## config.mk

```make
export PLATFORM = sky130hd
export DESIGN_NAME = clk_div_gen_flat
export DESIGN_NICKNAME = d
export VERILOG_FILES = /design/src/rtl/clk_div_pkg.sv /design/src/rtl/clk_div_gen_if.sv /design/src/rtl/clk_div_chan.sv /design/src/rtl/clk_div_gen.sv /design/src/flat_wrapper.sv
export SDC_FILE = /design/constraint.sdc
export NUM_CORES = 1
export LEC_CHECK = 0
export ABC_AREA = 1
export BUFFER_PORTS_ARGS = -buffer_cell sky130_fd_sc_hd__buf_2
export CAP_MARGIN = 20
export CORE_UTILIZATION = 40
export CTS_BUF_LIST = sky130_fd_sc_hd__clkbuf_8
export DETAILED_ROUTE_END_ITERATION = 7
export PLACE_DENSITY = 0.58
export SYNTH_ARGS = -nofsm -noshare
export SYNTH_HDL_FRONTEND = slang
export SYNTH_SLANG_ARGS = --single-unit
```

## constraint.sdc

```tcl
create_clock -name clk -period 3.3 [get_ports clk]
set_input_delay 0.165 -clock clk [delete_from_list [all_inputs] [get_ports clk]]
set_output_delay 0.165 -clock clk [all_outputs]
set_load 0.02 [all_outputs]
```

## src/rtl/clk_div_pkg.sv

```systemverilog
`default_nettype none
// ============================================================================
// Module      : clk_div_pkg
// Description : Shared constants and helpers for the clk_div_gen divider
//               slice: default divisor width, channel-select width and the
//               high-phase length of a divide-by-D square wave.
// Revision    : 1.0 - initial release
// ============================================================================
package clk_div_pkg;

    localparam int c_div_w_default = 16;

    // Width of the channel-select field; a single channel still needs one bit.
    function automatic int ch_width(input int num_ch);
        return (num_ch > 1) ? $clog2(num_ch) : 1;
    endfunction

    // High-phase length in cycles: ceil(D/2).
    function automatic logic [31:0] half_hi(input logic [31:0] div);
        return (div + 32'd1) >> 1;
    endfunction

endpackage
`default_nettype wire

```

## src/rtl/clk_div_gen_if.sv

```systemverilog
`default_nettype none
// ============================================================================
// Module      : clk_div_gen_if
// Description : Runtime divisor configuration port (valid/ready request plus
//               one-cycle error pulse).
//   cfg_valid  : request present
//   cfg_ready  : target channel can take a request
//   cfg_ch     : target channel
//   cfg_div    : new divisor
//   cfg_sync   : apply now and phase-align every channel
//   cfg_err    : pulse one cycle after a rejected request
// Revision    : 1.0 - initial release
// ============================================================================
interface clk_div_gen_if
    import clk_div_pkg::*;
#(
    parameter int NUM_CH = 2,
    parameter int DIV_W  = c_div_w_default
);
    localparam int CH_W = ch_width(NUM_CH);

    logic             cfg_valid;
    logic             cfg_ready;
    logic [CH_W-1:0]  cfg_ch;
    logic [DIV_W-1:0] cfg_div;
    logic             cfg_sync;
    logic             cfg_err;

    modport master (
        output cfg_valid, cfg_ch, cfg_div, cfg_sync,
        input  cfg_ready, cfg_err
    );

    modport slave (
        input  cfg_valid, cfg_ch, cfg_div, cfg_sync,
        output cfg_ready, cfg_err
    );

endinterface
`default_nettype wire

```

## src/rtl/clk_div_chan.sv

```systemverilog
`default_nettype none
// ============================================================================
// Module      : clk_div_chan
// Description : One divider channel. Counts 0..div-1 while enabled and emits
//               a registered tick on the wrap cycle and a registered square
//               wave that is high for the first ceil(div/2) counts.
//   clk, rst_n : system clock, asynchronous active-low reset
//   en         : run enable
//   upd        : legal accepted request aimed at this channel
//   upd_div    : divisor carried by that request
//   sync       : legal accepted sync request (any channel) - restart all
//   pend       : an update is waiting for the next period boundary
//   tick       : one-cycle pulse per period
//   clk_out    : square wave at clk/div
// Revision    : 1.0 - initial release
// ============================================================================
module clk_div_chan
    import clk_div_pkg::*;
#(
    parameter int DIV_W       = c_div_w_default,
    parameter int DEFAULT_DIV = 2
) (
    input  wire logic             clk,
    input  wire logic             rst_n,
    input  wire logic             en,
    input  wire logic             upd,
    input  wire logic [DIV_W-1:0] upd_div,
    input  wire logic             sync,
    output logic                  pend,
    output logic                  tick,
    output logic                  clk_out
);

    logic [DIV_W-1:0] r_cnt;
    logic [DIV_W-1:0] r_div;
    logic [DIV_W-1:0] r_pend_div;
    logic             r_pend;
    logic             r_tick;
    logic             r_clk_out;

    logic             w_last;
    logic             w_wrap;
    logic             w_bound;
    logic [DIV_W-1:0] w_hi;

    assign w_last  = (r_cnt == r_div - DIV_W'(1));
    assign w_wrap  = en && w_last;
    // Divisor may change at a period boundary, or at any time while idle
    // because the counter is parked at 0 then.
    assign w_bound = w_wrap || !en;
    assign w_hi    = DIV_W'(half_hi(32'(r_div)));

    always_ff @(posedge clk or negedge rst_n) begin
        if (!rst_n) begin
            r_cnt      <= '0;
            r_div      <= DIV_W'(DEFAULT_DIV);
            r_pend_div <= '0;
            r_pend     <= 1'b0;
            r_tick     <= 1'b0;
            r_clk_out  <= 1'b0;
        end else if (sync) begin
            // Every channel restarts from cnt=0 with outputs low, so the
            // following cycle behaves like the first cycle after enable.
            r_cnt     <= '0;
            r_pend    <= 1'b0;
            r_tick    <= 1'b0;
            r_clk_out <= 1'b0;
            if (upd) begin
                r_div <= upd_div;
            end
        end else begin
            r_tick    <= w_wrap;
            r_clk_out <= en && (r_cnt < w_hi);

            if (!en || w_last) begin
                r_cnt <= '0;
            end else begin
                r_cnt <= r_cnt + DIV_W'(1);
            end

            // upd only arrives with no update pending (ready gating).
            if (upd && w_bound) begin
                r_div  <= upd_div;
                r_pend <= 1'b0;
            end else if (upd) begin
                r_pend_div <= upd_div;
                r_pend     <= 1'b1;
            end else if (r_pend && w_bound) begin
                r_div  <= r_pend_div;
                r_pend <= 1'b0;
            end
        end
    end

    assign pend    = r_pend;
    assign tick    = r_tick;
    assign clk_out = r_clk_out;

endmodule
`default_nettype wire

```

## src/rtl/clk_div_gen.sv

```systemverilog
`default_nettype none
// ============================================================================
// Module      : clk_div_gen
// Description : Multi-channel clock divider producing per-channel tick
//               enables and square waves at clk/D, with runtime divisor
//               reprogramming. Decodes configuration requests, muxes ready
//               from the selected channel, broadcasts sync and flags errors.
//   clk, rst_n : system clock, asynchronous active-low reset
//   en         : per-channel run enable
//   cfg        : configuration port (slave side)
//   tick       : per-channel one-cycle pulse per period
//   clk_out    : per-channel square wave (pins/probes only)
// Revision    : 1.0 - initial release
// ============================================================================
module clk_div_gen
    import clk_div_pkg::*;
#(
    parameter int NUM_CH      = 2,
    parameter int DIV_W       = c_div_w_default,
    parameter int DEFAULT_DIV = 2
) (
    input  wire logic              clk,
    input  wire logic              rst_n,
    input  wire logic [NUM_CH-1:0] en,
    clk_div_gen_if.slave           cfg,
    output logic      [NUM_CH-1:0] tick,
    output logic      [NUM_CH-1:0] clk_out
);

    localparam int CH_W = ch_width(NUM_CH);
    localparam logic [CH_W:0] c_num_ch = (CH_W + 1)'(NUM_CH);

    logic [NUM_CH-1:0] w_pend;
    logic              w_pend_sel;
    logic              w_in_range;
    logic              w_accept;
    logic              w_legal;
    logic              w_ok;
    logic              w_sync;
    logic              r_err;

    assign w_in_range = ({1'b0, cfg.cfg_ch} < c_num_ch);

    // Compare-based select keeps out-of-range channels from indexing w_pend.
    always_comb begin
        w_pend_sel = 1'b0;
        for (int i = 0; i < NUM_CH; i++) begin
            if (cfg.cfg_ch == CH_W'(i)) begin
                w_pend_sel = w_pend[i];
            end
        end
    end

    assign cfg.cfg_ready = !w_pend_sel;

    assign w_accept = cfg.cfg_valid && cfg.cfg_ready;
    assign w_legal  = w_in_range && (cfg.cfg_div != '0);
    assign w_ok     = w_accept && w_legal;
    assign w_sync   = w_ok && cfg.cfg_sync;

    // Rejected requests are consumed but only raise the error pulse.
    always_ff @(posedge clk or negedge rst_n) begin
        if (!rst_n) begin
            r_err <= 1'b0;
        end else begin
            r_err <= w_accept && !w_legal;
        end
    end

    assign cfg.cfg_err = r_err;

    for (genvar i = 0; i < NUM_CH; i++) begin : g_chan
        clk_div_chan #(
            .DIV_W       (DIV_W),
            .DEFAULT_DIV (DEFAULT_DIV)
        ) u_chan (
            .clk     (clk),
            .rst_n   (rst_n),
            .en      (en[i]),
            .upd     (w_ok && (cfg.cfg_ch == CH_W'(i))),
            .upd_div (cfg.cfg_div),
            .sync    (w_sync),
            .pend    (w_pend[i]),
            .tick    (tick[i]),
            .clk_out (clk_out[i])
        );
    end

endmodule
`default_nettype wire

```

## src/flat_wrapper.sv

```systemverilog
// flat-port wrapper written by rule: the top's interface ports become plain ports
module clk_div_gen_flat import clk_div_pkg::*;
#(
    parameter int NUM_CH      = 2,
    parameter int DIV_W       = c_div_w_default,
    parameter int DEFAULT_DIV = 2
)
  (clk, rst_n, en, tick, clk_out, cfg_cfg_valid, cfg_cfg_ch, cfg_cfg_div, cfg_cfg_sync, cfg_cfg_ready, cfg_cfg_err);
  clk_div_gen_if #(.NUM_CH(NUM_CH), .DIV_W(DIV_W)) cfg_i ();
  input  wire logic clk;
  input  wire logic rst_n;
  input  wire logic [NUM_CH-1:0] en;
  output logic      [NUM_CH-1:0] tick;
  output logic      [NUM_CH-1:0] clk_out;
  input wire logic [$bits(cfg_i.cfg_valid)-1:0] cfg_cfg_valid;
  input wire logic [$bits(cfg_i.cfg_ch)-1:0] cfg_cfg_ch;
  input wire logic [$bits(cfg_i.cfg_div)-1:0] cfg_cfg_div;
  input wire logic [$bits(cfg_i.cfg_sync)-1:0] cfg_cfg_sync;
  output wire logic [$bits(cfg_i.cfg_ready)-1:0] cfg_cfg_ready;
  output wire logic [$bits(cfg_i.cfg_err)-1:0] cfg_cfg_err;
  assign cfg_i.cfg_valid = cfg_cfg_valid;
  assign cfg_i.cfg_ch = cfg_cfg_ch;
  assign cfg_i.cfg_div = cfg_cfg_div;
  assign cfg_i.cfg_sync = cfg_cfg_sync;
  assign cfg_cfg_ready = cfg_i.cfg_ready;
  assign cfg_cfg_err = cfg_i.cfg_err;
  clk_div_gen #(.NUM_CH(NUM_CH), .DIV_W(DIV_W), .DEFAULT_DIV(DEFAULT_DIV)) u_core (.clk(clk), .rst_n(rst_n), .en(en), .cfg(cfg_i), .tick(tick), .clk_out(clk_out));
endmodule
```

# Word level (Yosys, flattened, before mapping)
# Index checks and enable logic that the tools add are counted.
[totals]
register_bits = 103
input_bits = 23
out_inout_bits = 6
elab_cells = 89
[op_classes]
n_addsub = 6
n_lt_le_gt_ge = 2
n_eq_ne = 6
mux = 27
n_bitwise = 4
n_reduce_logical = 31
[op_table]
columns = ["cell", "count"]
rows = [
  ["$mux 16", 14],
  ["$add 16x1->17 const B", 2],
  ["$add 16x1->16 const B", 2],
  ["$eq 16x16->1", 2],
  ["$lt 16x16->1", 2],
  ["$sub 16x1->16 const B", 2],
  ["$reduce_bool 16->1", 1],
  ["$logic_and 1x1->1", 14],
  ["$mux 1", 13],
  ["$reduce_and 3->1", 4],
  ["$reduce_bool 4->1", 2],
  ["$ne 3x1->1 const B", 2],
  ["$reduce_bool 3->1", 2],
  ["$logic_not 1->1", 4],
  ["$logic_or 1x1->1", 4],
  ["$ne 2x2->1 const B", 2],
  ["$not 1->1", 4],
]

# Depth between registers and ports, before layout
[logic_depth]
ltp_word = 9
mapped_depth = 19
depth_no_buf = 18

# Modules after synthesis
# A second synthesis with hierarchy kept.
[unflattened]
hier_cells = 1085
area_unflattened_um2 = 7616.1
[by_module_without_submodules]
columns = ["mod", "n_inst", "cells_each", "area_per_inst_um2", "seq_area_each_um2"]
rows = [
  ["clk_div_chan (u_core.g_chan[1].u_chan)", 1, 534, 3764.9, 1277.5],
  ["clk_div_chan (u_core.g_chan[0].u_chan)", 1, 521, 3711.1, 1277.5],
  ["clk_div_gen", 1, 30, 140.1, 25.0],
]

# Least setup slack after synthesis
# OpenSTA, ideal clock, no wires.
[synth_path]
kind = "flip-flop to flip-flop"
startpoint = "register u_core.g_chan[1].u_chan.r_div[1]"
endpoint = "register u_core.g_chan[1].u_chan.r_clk_out"
setup_time_ns = 0.086
arrival_ns = 2.393
required_ns = 3.214
path_slack_ns = 0.821
path_stages_with_launch = 14
n_path_buf = 0
period_less_slack_ns = 2.479
cell_sequence = "dfstp_2 ha_1 inv_1 nor4_1 inv_1 nor2_1 nand4_1 nor3_1 nand2_1 xor2_1 ha_1 a21oi_1 o21ai_0 nor3_1"
[synth_between]
elab_chain_cells = 4
[synth_lines]
columns = ["item", "line_no", "source"]
rows = [
  ["start: declaration", "clk_div_chan.sv:35", "logic [DIV_W-1:0] r_div;"],
  ["start signal: assignment", "clk_div_chan.sv:56", "r_div <= DIV_W'(DEFAULT_DIV);"],
  ["start signal: assignment", "clk_div_chan.sv:69", "r_div <= upd_div;"],
  ["start signal: assignment", "clk_div_chan.sv:83", "r_div <= upd_div;"],
  ["$add 16x1->17", "clk_div_pkg.sv:20", "return (div + 32'd1) >> 1;"],
  ["$lt 16x16->1", "clk_div_chan.sv:73", "r_clk_out <= en && (r_cnt < w_hi);"],
  ["$logic_and 1x1->1", "clk_div_chan.sv:73", ""],
  ["$mux 1", "clk_div_chan.sv:61", "end else if (sync) begin"],
  ["end signal: assignment", "clk_div_chan.sv:73", ""],
  ["end: declaration", "clk_div_chan.sv:39", "logic r_clk_out;"],
]
# Every way passes these cells.
# A chain may end at the register's enable or synchronous reset.

# Worst setup path in the final report
# Same ends and word-level chain as after synthesis.

==> results.toml <==
[worst_setup_path]
startpoint_type = "flop"
worstPathMaxFanout = 4
arrival_ns = 3.16
cp_data_required_time_ns = 3.58
cp-end-kind = "flop"
crit_type = "reg -> reg"

[timing]
finClkSkew_ns = 0.0153
fin_crit_sh_pct = 87.1
finalCriticalPeriod_ns = 2.87
slew_violations = 0
rsz0062_at_grt = "no"
fmax_ghz = 0.348
setup_viol = 0
worst_pin_slew_ns = 0.852
slew_headroom_pct = 43.2
hold_viol_final = 0
fin_setup_tns_ns = 0

[cts]
clk_latency_ns = 0.38
path_clk_slew_ns = 0.10
cts.sink_count = 103
cts_made_buffers = 9
cts-root-buf = "clkbuf_8"
post_cts.repair.setup_buffers = 0
htreeDepth = 3
clockBufferDepth = 2
cts_tree = "done"

[global_routing]
grt_pass1_wl_mm = 31.2
grtUsageMet1_pct = 27.9
grtUsageMet2_pct = 32.7
grt_start_max_net_pins = 66
grt_busiest_layer = "met2"
antenna_found_initial = 0
grt_pass1_vias = 6235
grtUsageTotal_pct = 20.1
globalRouteOverflowTotal = 0
grt_util_met3_pct = 1.79

[finish]
fillers = 1901
multi_input_area_um2 = 4230
fin_cells = 1307
diodes = 0
final-seq-area_um2 = 2580
final_area_um2 = 8050
drive_gt1_share_pct = 8.91
area_growth_pct = 6.47
final_nets = 1132

[floorplanning]
die_area_um2 = 19500
initial_core_util_pct = 41.4
die_h_um = 139
core_area_um2 = 18300
num_rows = 49
die_x_um = 139
ios = 29

[logic_synthesis]
yosysSeqAreaShare_pct = 34.1
synthAdderAreaFrac_pct = 5.96
synth_area_um2 = 7560
yosys.area_share.simple_pct = 36.5
synth_nets = 1121
synth_compound_area_share_pct = 6.37
synth_seq_cells = 103
synth_top_family_by_area = "simple AND/OR/NAND/NOR gates"
syn_inst = 1062
synth.avg_cell_area_um2 = 7.12
synthXorXnorAreaFrac_pct = 7.07
yosys_warnings = 0
synth_cell_type_count = 41
synth.area.mux_share_pct = 0

[pwr]
vdd_drop_max_v = 0.000299
powerDensity_nw_per_um2 = 543
p_leak_nw = 4.17

[min_path]
hp-class = "in -> reg"

[detailed_routing]
drt_pre_antenna_iters = 5
drt_iter0_markers = 433
viasPerCell = 4.97
vias = 6498
detail-route-antenna-nets = 0
drt-total-wl_mm = 18.2
remaining_drc_errors = 0
wl_per_cell_um = 13.9

[placement]
dp_cells = 1290
place_congestion = 0.890
dp_hpwl_mm = 14.2
placed_cell_area_um2 = 7810
io_buffers = 28

[outcome]
outcome = "finished clean"

[flow_run]
maxCapViolCount = 0
==> power breakdown <==
group          total, W  leakage, nW  switching, W  internal [W]
registers       0.00176         1.34      0.000300       0.00146
logic           0.00170         2.71       0.00107      0.000632
clock network  0.000911        0.117      0.000442      0.000469
total           0.00437         4.17       0.00181       0.00256
==> final cells by class <==
cell class / count / area share, %
Clock buffer: 11 / 1.88
Clock inverter: 5 / 0.995
Inverter: 130 / 6.12
Multi-Input combinational cell: 791 / 52.5
Sequential cell: 103 / 32.0
Tap cell: 229 / 3.56
Timing Repair Buffer: 38 / 2.89
==> sequential cells by signal, summed over array words and instances, names as in the netlist <==
name                             cells
u_core.cfg.cfg_err                   1
u_core.g_chan.u_chan.clk_out         2
u_core.g_chan.u_chan.pend            2
u_core.g_chan.u_chan.r_cnt          32
u_core.g_chan.u_chan.r_div          32
u_core.g_chan.u_chan.r_pend_div     32
u_core.g_chan.u_chan.tick            2
==> stage by stage <==
stage | setup slack, ns | hold slack (ns) | total power [W] | utilization, %
after global placement | 0.451 | 0.335 | 0.00346 | 42.7
after CTS | 0.414 | 0.0137 | 0.00442 | 44.1
after detailed placement | 0.449 | 0.332 | 0.00348 | 42.7
final | 0.426 | 0.0349 | 0.00437 | 44.1
after floorplan | 0.821 | -0.131 | 0.00311 | -
after global routing | 0.0779 | 0.0512 | 0.00475 | 44.1
==> critical path: stages, from the launching register on <==
cell     delay (ns)
dfstp_2        0.57
ha_1           0.21
inv_1          0.06
nor4_1         0.26
inv_1          0.09
nor2_1         0.19
nand4_1        0.17
nor3_1         0.31
nand2_1        0.11
xor2_1         0.16
ha_1           0.30
a21oi_1        0.12
o21ai_0        0.08
nor3_1         0.17
==> cell families (layout without fill, tap and decap cells) <==
kind of cell | Yosys count | count (layout)
simple gates | 604 | 604
compound gates | 90 | 90
flops | 103 | 103
buf+inv | 168 | 184
fa+ha+maj | 36 | 36
xor+xnor | 61 | 61
==> final timing paths <==
path | endpoint | cells past startpoint | slack, ns | from
setup / recovery | u_core.g_chan[1].u_chan.clk_out$_DFF_PN0_ | 13 | 0.43 | u_core.g_chan[1].u_chan.r_div[1]$_DFFE_PN1P_
hold / removal | u_core.cfg.cfg_err$_DFF_PN0_ | 3 | 0.03 | cfg_cfg_valid
setup reg to reg | u_core.g_chan[1].u_chan.clk_out$_DFF_PN0_ | 13 | 0.43 | u_core.g_chan[1].u_chan.r_div[1]$_DFFE_PN1P_
hold reg to reg | u_core.g_chan[0].u_chan.r_pend_div[15]$_DFFE_PN0P_ | 2 | 0.49 | u_core.g_chan[0].u_chan.r_pend_div[15]$_DFFE_PN0P_
max in group asynchronous | u_core.g_chan[0].u_chan.r_div[1]$_DFFE_PN1P_ | 3 | 2.13 | rst_n
min in group asynchronous | u_core.g_chan[0].u_chan.r_pend_div[2]$_DFFE_PN0P_ | 2 | 0.41 | rst_n
==> cells in the final DEF (no fill, tap or decap), drive strengths merged, types with 31 or more instances in the layout <==
cell type  instances
dfrtp            101
ha                36
a21oi             31
xor2              41
nand3             95
nor2             102
buf               37
inv              128
o21ai             52
nand2            344
==> cells in the mapped netlist, drive strengths merged <==
master | number | area share (%)
o211ai | 1 | 0.099
dfstp | 2 | 0.70
a21oi | 31 | 2.2
nand2 | 344 | 18
xnor2 | 20 | 2.3
ha | 36 | 6.0
nand3b | 10 | 0.99
o31ai | 1 | 0.099
o21a | 3 | 0.30
o21ai | 52 | 3.4
nand4 | 18 | 1.6
nor3b | 4 | 0.40
nand2b | 1 | 0.083
inv | 126 | 6.3
a31o | 2 | 0.23
dfrtp | 101 | 33
nor4 | 10 | 0.83
and3 | 2 | 0.17
nor2 | 102 | 6.6
nor3 | 16 | 1.1
nand3 | 95 | 6.4
xor2 | 41 | 4.7
clkbuf | 5 | 0.26
buf | 33 | 3.2
or2 | 2 | 0.17
clkinv | 4 | 0.26
==> timing repair <==
action,in CTS,in global routing
endpoints found under the hold margin,63,0
resized for setup,0,0
hold buffers,1,0
==> routing by layer <==
metal,vias to the layer above,share of wire (%)
li1,3396,-
met3,25,3.1
met4,0,2.1
met1,2963,49
met5,-,0
met2,114,46
Power figures use the tool's default switching activity.
